===== src/rtl/demux_1to2_buf.sv =====
// Buffered 1-to-2 demultiplexer: one valid/ready input stream steered by select_i
// into two independent per-channel FIFOs, each with its own valid/ready output.
module demux_1to2_buf #(
    parameter  int size  = 32,
    parameter  int DEPTH = 4,
    localparam int CW    = $clog2(DEPTH) + 1
) (
    input  logic            clk_i,
    input  logic            rst_i,
    input  logic [size-1:0] data_i,
    input  logic            select_i,
    input  logic            valid_i,
    output logic            ready_o,
    output logic [size-1:0] data0_o,
    output logic            valid0_o,
    input  logic            ready0_i,
    output logic [size-1:0] data1_o,
    output logic            valid1_o,
    input  logic            ready1_i,
    output logic [CW-1:0]   count0_o,
    output logic [CW-1:0]   count1_o
);

    localparam int AW = $clog2(DEPTH);

    logic [1:0]      w_full;
    logic [1:0]      w_push;
    logic [1:0]      w_pop;
    logic [1:0]      w_consumer_rdy;
    logic [size-1:0] w_head  [2];
    logic [CW-1:0]   w_count [2];

    assign w_consumer_rdy = {ready1_i, ready0_i};

    // Acceptance depends only on registered counts and select_i, never on the consumers.
    assign ready_o = select_i ? ~w_full[1] : ~w_full[0];

    genvar gi;
    generate
        for (gi = 0; gi < 2; gi++) begin : g_ch
            logic [size-1:0] r_mem [DEPTH];
            logic [AW-1:0]   r_wr_ptr;
            logic [AW-1:0]   r_rd_ptr;
            logic [CW-1:0]   r_count;

            assign w_full[gi] = (r_count == CW'(DEPTH));
            assign w_push[gi] = valid_i && ready_o && (select_i == 1'(gi));
            assign w_pop[gi]  = (r_count != '0) && w_consumer_rdy[gi];

            always_ff @(posedge clk_i or posedge rst_i) begin
                if (rst_i) begin
                    for (int i = 0; i < DEPTH; i++) begin
                        r_mem[i] <= '0;
                    end
                    r_wr_ptr <= '0;
                    r_rd_ptr <= '0;
                    r_count  <= '0;
                end else begin
                    if (w_push[gi]) begin
                        r_mem[r_wr_ptr] <= data_i;
                        r_wr_ptr        <= r_wr_ptr + 1'b1;
                    end
                    if (w_pop[gi]) begin
                        r_rd_ptr <= r_rd_ptr + 1'b1;
                    end
                    case ({w_push[gi], w_pop[gi]})
                        2'b10:   r_count <= r_count + 1'b1;
                        2'b01:   r_count <= r_count - 1'b1;
                        default: r_count <= r_count;
                    endcase
                end
            end

            // Head is read straight from storage; pointers wrap naturally at power-of-two DEPTH.
            assign w_head[gi]  = r_mem[r_rd_ptr];
            assign w_count[gi] = r_count;
        end
    endgenerate

    assign data0_o  = w_head[0];
    assign data1_o  = w_head[1];
    assign count0_o = w_count[0];
    assign count1_o = w_count[1];
    assign valid0_o = (w_count[0] != '0);
    assign valid1_o = (w_count[1] != '0);

endmodule


===== config.mk =====
export PLATFORM = sky130hd
export DESIGN_NAME = demux_1to2_buf
export DESIGN_NICKNAME = d
export VERILOG_FILES = /design/src/rtl/demux_1to2_buf.sv
export SDC_FILE = /design/constraint.sdc
export NUM_CORES = 1
export LEC_CHECK = 0
export BUFFER_PORTS_ARGS = -buffer_cell sky130_fd_sc_hd__buf_2
export CORE_MARGIN = 2
export CORE_UTILIZATION = 45
export CTS_CLUSTER_DIAMETER = 60
export DETAILED_ROUTE_END_ITERATION = 7
export GPL_TIMING_DRIVEN = 0
export PLACE_DENSITY = 0.64
export SYNTH_ARGS = -nofsm -noshare
export SYNTH_HDL_FRONTEND = slang
export SYNTH_SLANG_ARGS = --single-unit

===== constraint.sdc =====
create_clock -name clk_i -period 9.1 [get_ports clk_i]
set_input_delay 1.82 -clock clk_i [delete_from_list [all_inputs] [get_ports clk_i]]
set_output_delay 1.82 -clock clk_i [all_outputs]
set_load 0.01 [all_outputs]

==> metrics.md <==
| Metric | Value |
|---|---|
| Footprint of the multi-input gates | `5323 um2` |
| Register area share after synthesis | `0.5399` |
| Antenna Violating Nets Remaining | `0` |
| Global route overflow | `0` |
| Mux contribution to synthesized area | `0.3849` |
| Fin Setup TNS | `0 ns` |
| Synth Area in Adders | `0.01320` |
| I/O Pins | `111` |
| CP most frequent cell | `buf_2` |
| Port Buffer Count | `109` |
| Clock skew | `0.006310 ns` |
| First-pass detailed-route iteration total | `4` |
| Final WL | `27.30 mm` |
| PnR worst setup slack | `4.850 ns` |
| Setup slack, reg-to-reg | `6.73 ns` |
| Min cycle time layout | `4.250 ns` |
| RePlAce Congestion | `0.7773` |
| Max incr delay on CP | `0.41 ns` |
| CTS clk-pin slew, worst paths | `0.06 ns` |
| Largest family of logic cells by synthesized area | `multiplexers` |
| Fin. Hold Viols | `0` |
| DR WL/cell | `21.93 um` |
| Number of synthesized register bits | `270` |
| Std cell rows | `61` |
| Hold Path Class | `register to register` |
| Switch share | `0.3063` |
| Utilization after layout | `0.5333` |
| Worst path bufs/invs | `4` |
| Max-cap violations | `0` |
| Final instance area | `14690 um2` |
| Cell Area, Synth | `12510 um2` |
| CP Cell Sequence | `buf_2 -> buf_2 -> buf_2 -> mux4_2 -> buf_2` |
| Total CTS buffers | `29` |
| Via density | `5.292` |
| CTS tree | `built` |
| Postcts setup bufs | `0` |
| Worst slew margin | `0.4505` |
| Avg Cell Area, Syn | `17.90 um2` |
| Nets@finish | `895` |
| Int Pwr | `4.027 mW` |
| Pwr Density | `395.0 nW/um2` |
| Clk pwr share | `0.218` |
| Cell variety after synth | `26` |
| Mapped Cells | `699` |
| Die width | `170.8 um` |
| Worst vdd ir | `0.1935 mV` |
| Comb pwr share | `0.412` |
| Pwr Total | `5.805 mW` |
| Warning count from the yosys run | `0` |
| Final Instance Count excl. Fillers | `1245` |
| First-pass GRT wire length | `44.17 mm` |
| RSZ-0062 raised after global routing | `no` |
| Arr. time, crit path | `2.43 ns` |
| Final setup viols | `0` |
| Xor-xnor portion of the synthesized cell area | `0.008398` |
| Post_cts resized | `0` |
| Worst skew pair latency | `0.53 ns` |
| Worst-Margin Slew | `0.8206 ns` |
| Sequential Power Share | `0.370` |
| Cell family with most CP delay | `buffers and inverters` |
| Max frequency | `0.2353 GHz` |
| Most frequent cells in the layout | `dfrtp_1 (270), mux2_2 (138), buf_2 (121)` |
| Placed instance count | `1192` |
| Syn-to-layout area delta | `17.42%` |
| Post-DP HPWL | `18.59 mm` |
| Outcome | `complete, no violations` |
| Pins over their slew limit | `0` |
| Share of cells above drive strength 1 | `0.6155` |
| Longest Clk Path Bufs | `3` |
| Syn nets | `749` |
| Starting Density | `0.4542` |
| Largest net degree at the start of global routing | `48` |
| Area of the core | `27550 um2` |
| Final Cycle Share | `0.4671` |
| Worst Path Required | `7.28 ns` |
| Clk sinks | `270` |
| DRC | `0` |
| Storage element area | `6756 um2` |
| Chip height | `170.8 um` |
| LEAKAGE | `6.497 nW` |
| Area of placed instances | `13660 um2` |
| Leading cell type in the layout, fill and taps excluded | `dfrtp_1` |
| CTS H-Tree Depth | `1` |
| Initial antenna violation count | `1` |
| # fillers | `2193` |
| Switching power | `1.778 mW` |
| Crit-path slowest cell | `buf_2` |
| Compound-Gate Fraction of Synth Area | `0.001900` |
| Hold slack | `0.5015 ns` |
| Synth Area in Simple Gates | `0.01690` |
| All-Layer GR Usage | `0.1974` |
| Drt initial violations | `328` |
| Hold buffers post-CTS | `0` |
| Crit start category | `register` |
| CTS root buf | `clkbuf_16` |
| Die area | `29160 um2` |
| CP Max Fanout | `10` |
| Pre-CTS WS | `4.941 ns` |
| Crit path kind | `register to primary output` |
| Critical Path End Type | `primary output` |
| Via count | `6588` |
| Vias in the first global route | `7612` |
-- Yosys cell counts (all sizes together) --
cell | number | area (um2)
dfrtp | 270 | 6756
mux2 | 258 | 3356
mux4 | 64 | 1441
buf | 25 | 206.5
clkbuf | 16 | 180.2
inv | 13 | 48.80
ha | 10 | 125.1
nand2 | 8 | 32.54
nor3b | 7 | 88.84
xnor2 | 6 | 52.55
xor2 | 6 | 52.55
nor3 | 4 | 65.06
nor2 | 3 | 11.26
fa | 2 | 40.04
mux2i | 2 | 20.02
o31a | 2 | 18.77
or3 | 2 | 13.77
o21ai | 1 | 5.000
-- layout make-up --
| cell class | instances | share of cell area |
|---|---|---|
| flip-flops and latches | 270 | 0.4598 |
| repair buffers | 115 | 0.04530 |
| clock buffers | 42 | 0.05679 |
| diodes | 1 | 0.0001703 |
| well taps | 378 | 0.03219 |
| multi-input cells | 375 | 0.3622 |
| plain buffers | 41 | 0.02631 |
| clock inverters | 10 | 0.01362 |
| inverters | 13 | 0.003576 |
-- worst paths after layout --
kind,startpoint,endpoint,depth (start not counted)
worst max-delay path,g_ch[1].r_rd_ptr[0],data1_o[2],5
worst min-delay path,g_ch[1].r_mem[56],g_ch[1].r_mem[56],1
worst max register to register,count1_o[1],count1_o[2],9
worst min register to register,g_ch[1].r_mem[56],g_ch[1].r_mem[56],1
max in group asynchronous,rst_i,g_ch[1].r_mem[58],5
min in group asynchronous,rst_i,g_ch[0].r_mem[72],2
-- layer usage --
metal | share of wire | track usage | up-vias | routed length, um
met3 | 0.049 | 0.03539 | 37 | 1330
met4 | 0.015 | 0.04199 | 0 | 420
li1 | - | - | 2871 | -
met5 | 0 | 0 | - | 0
met1 | 0.45 | 0.2735 | 3534 | 12200
met2 | 0.49 | 0.3283 | 146 | 13350
-- kinds of logic (layout without fill, tap and decap cells) --
family | count (synthesis) | in the layout
muxes | 324 | 324
DFF | 270 | 270
buffers and inverters | 54 | 221
and+or+nand+nor | 24 | 24
adders and majority gates | 12 | 12
xor gates and xnor gates | 12 | 12
AOI/OAI and AO/OA | 3 | 3
other | 0 | 1
-- registers in the layout (all words and copies together), names as in the netlist --
register	cells
count1_o	3
count0_o	3
g_ch.r_wr_ptr	4
g_ch.r_rd_ptr	4
g_ch.r_mem	256
-- worst register-to-register path: cells and delay by family, from the launching register on --
family,cells,cell delay (ns)
adder cells (fa/ha/maj),2,0.55
flip-flops,1,0.44
AND/OR/NAND/NOR,3,0.83
XOR/XNOR,2,0.33
buffers and inverters,2,0.16
-- power by group through the flow --
| stage | combinational (mW) | clock (mW) | sequential, mW |
|---|---|---|---|
| 3_3_place_gp | 2.35 | 0 | 2.10 |
| 6_report | 2.39 | 1.26 | 2.15 |
| 3_5_place_dp | 2.42 | 0 | 2.16 |
| 2_1_floorplan | 1.77 | 0 | 2.05 |
| 5_1_grt | 2.57 | 1.35 | 2.23 |
| 4_1_cts | 2.44 | 1.30 | 2.15 |
Note: power is estimated with default switching activity, not from simulation.
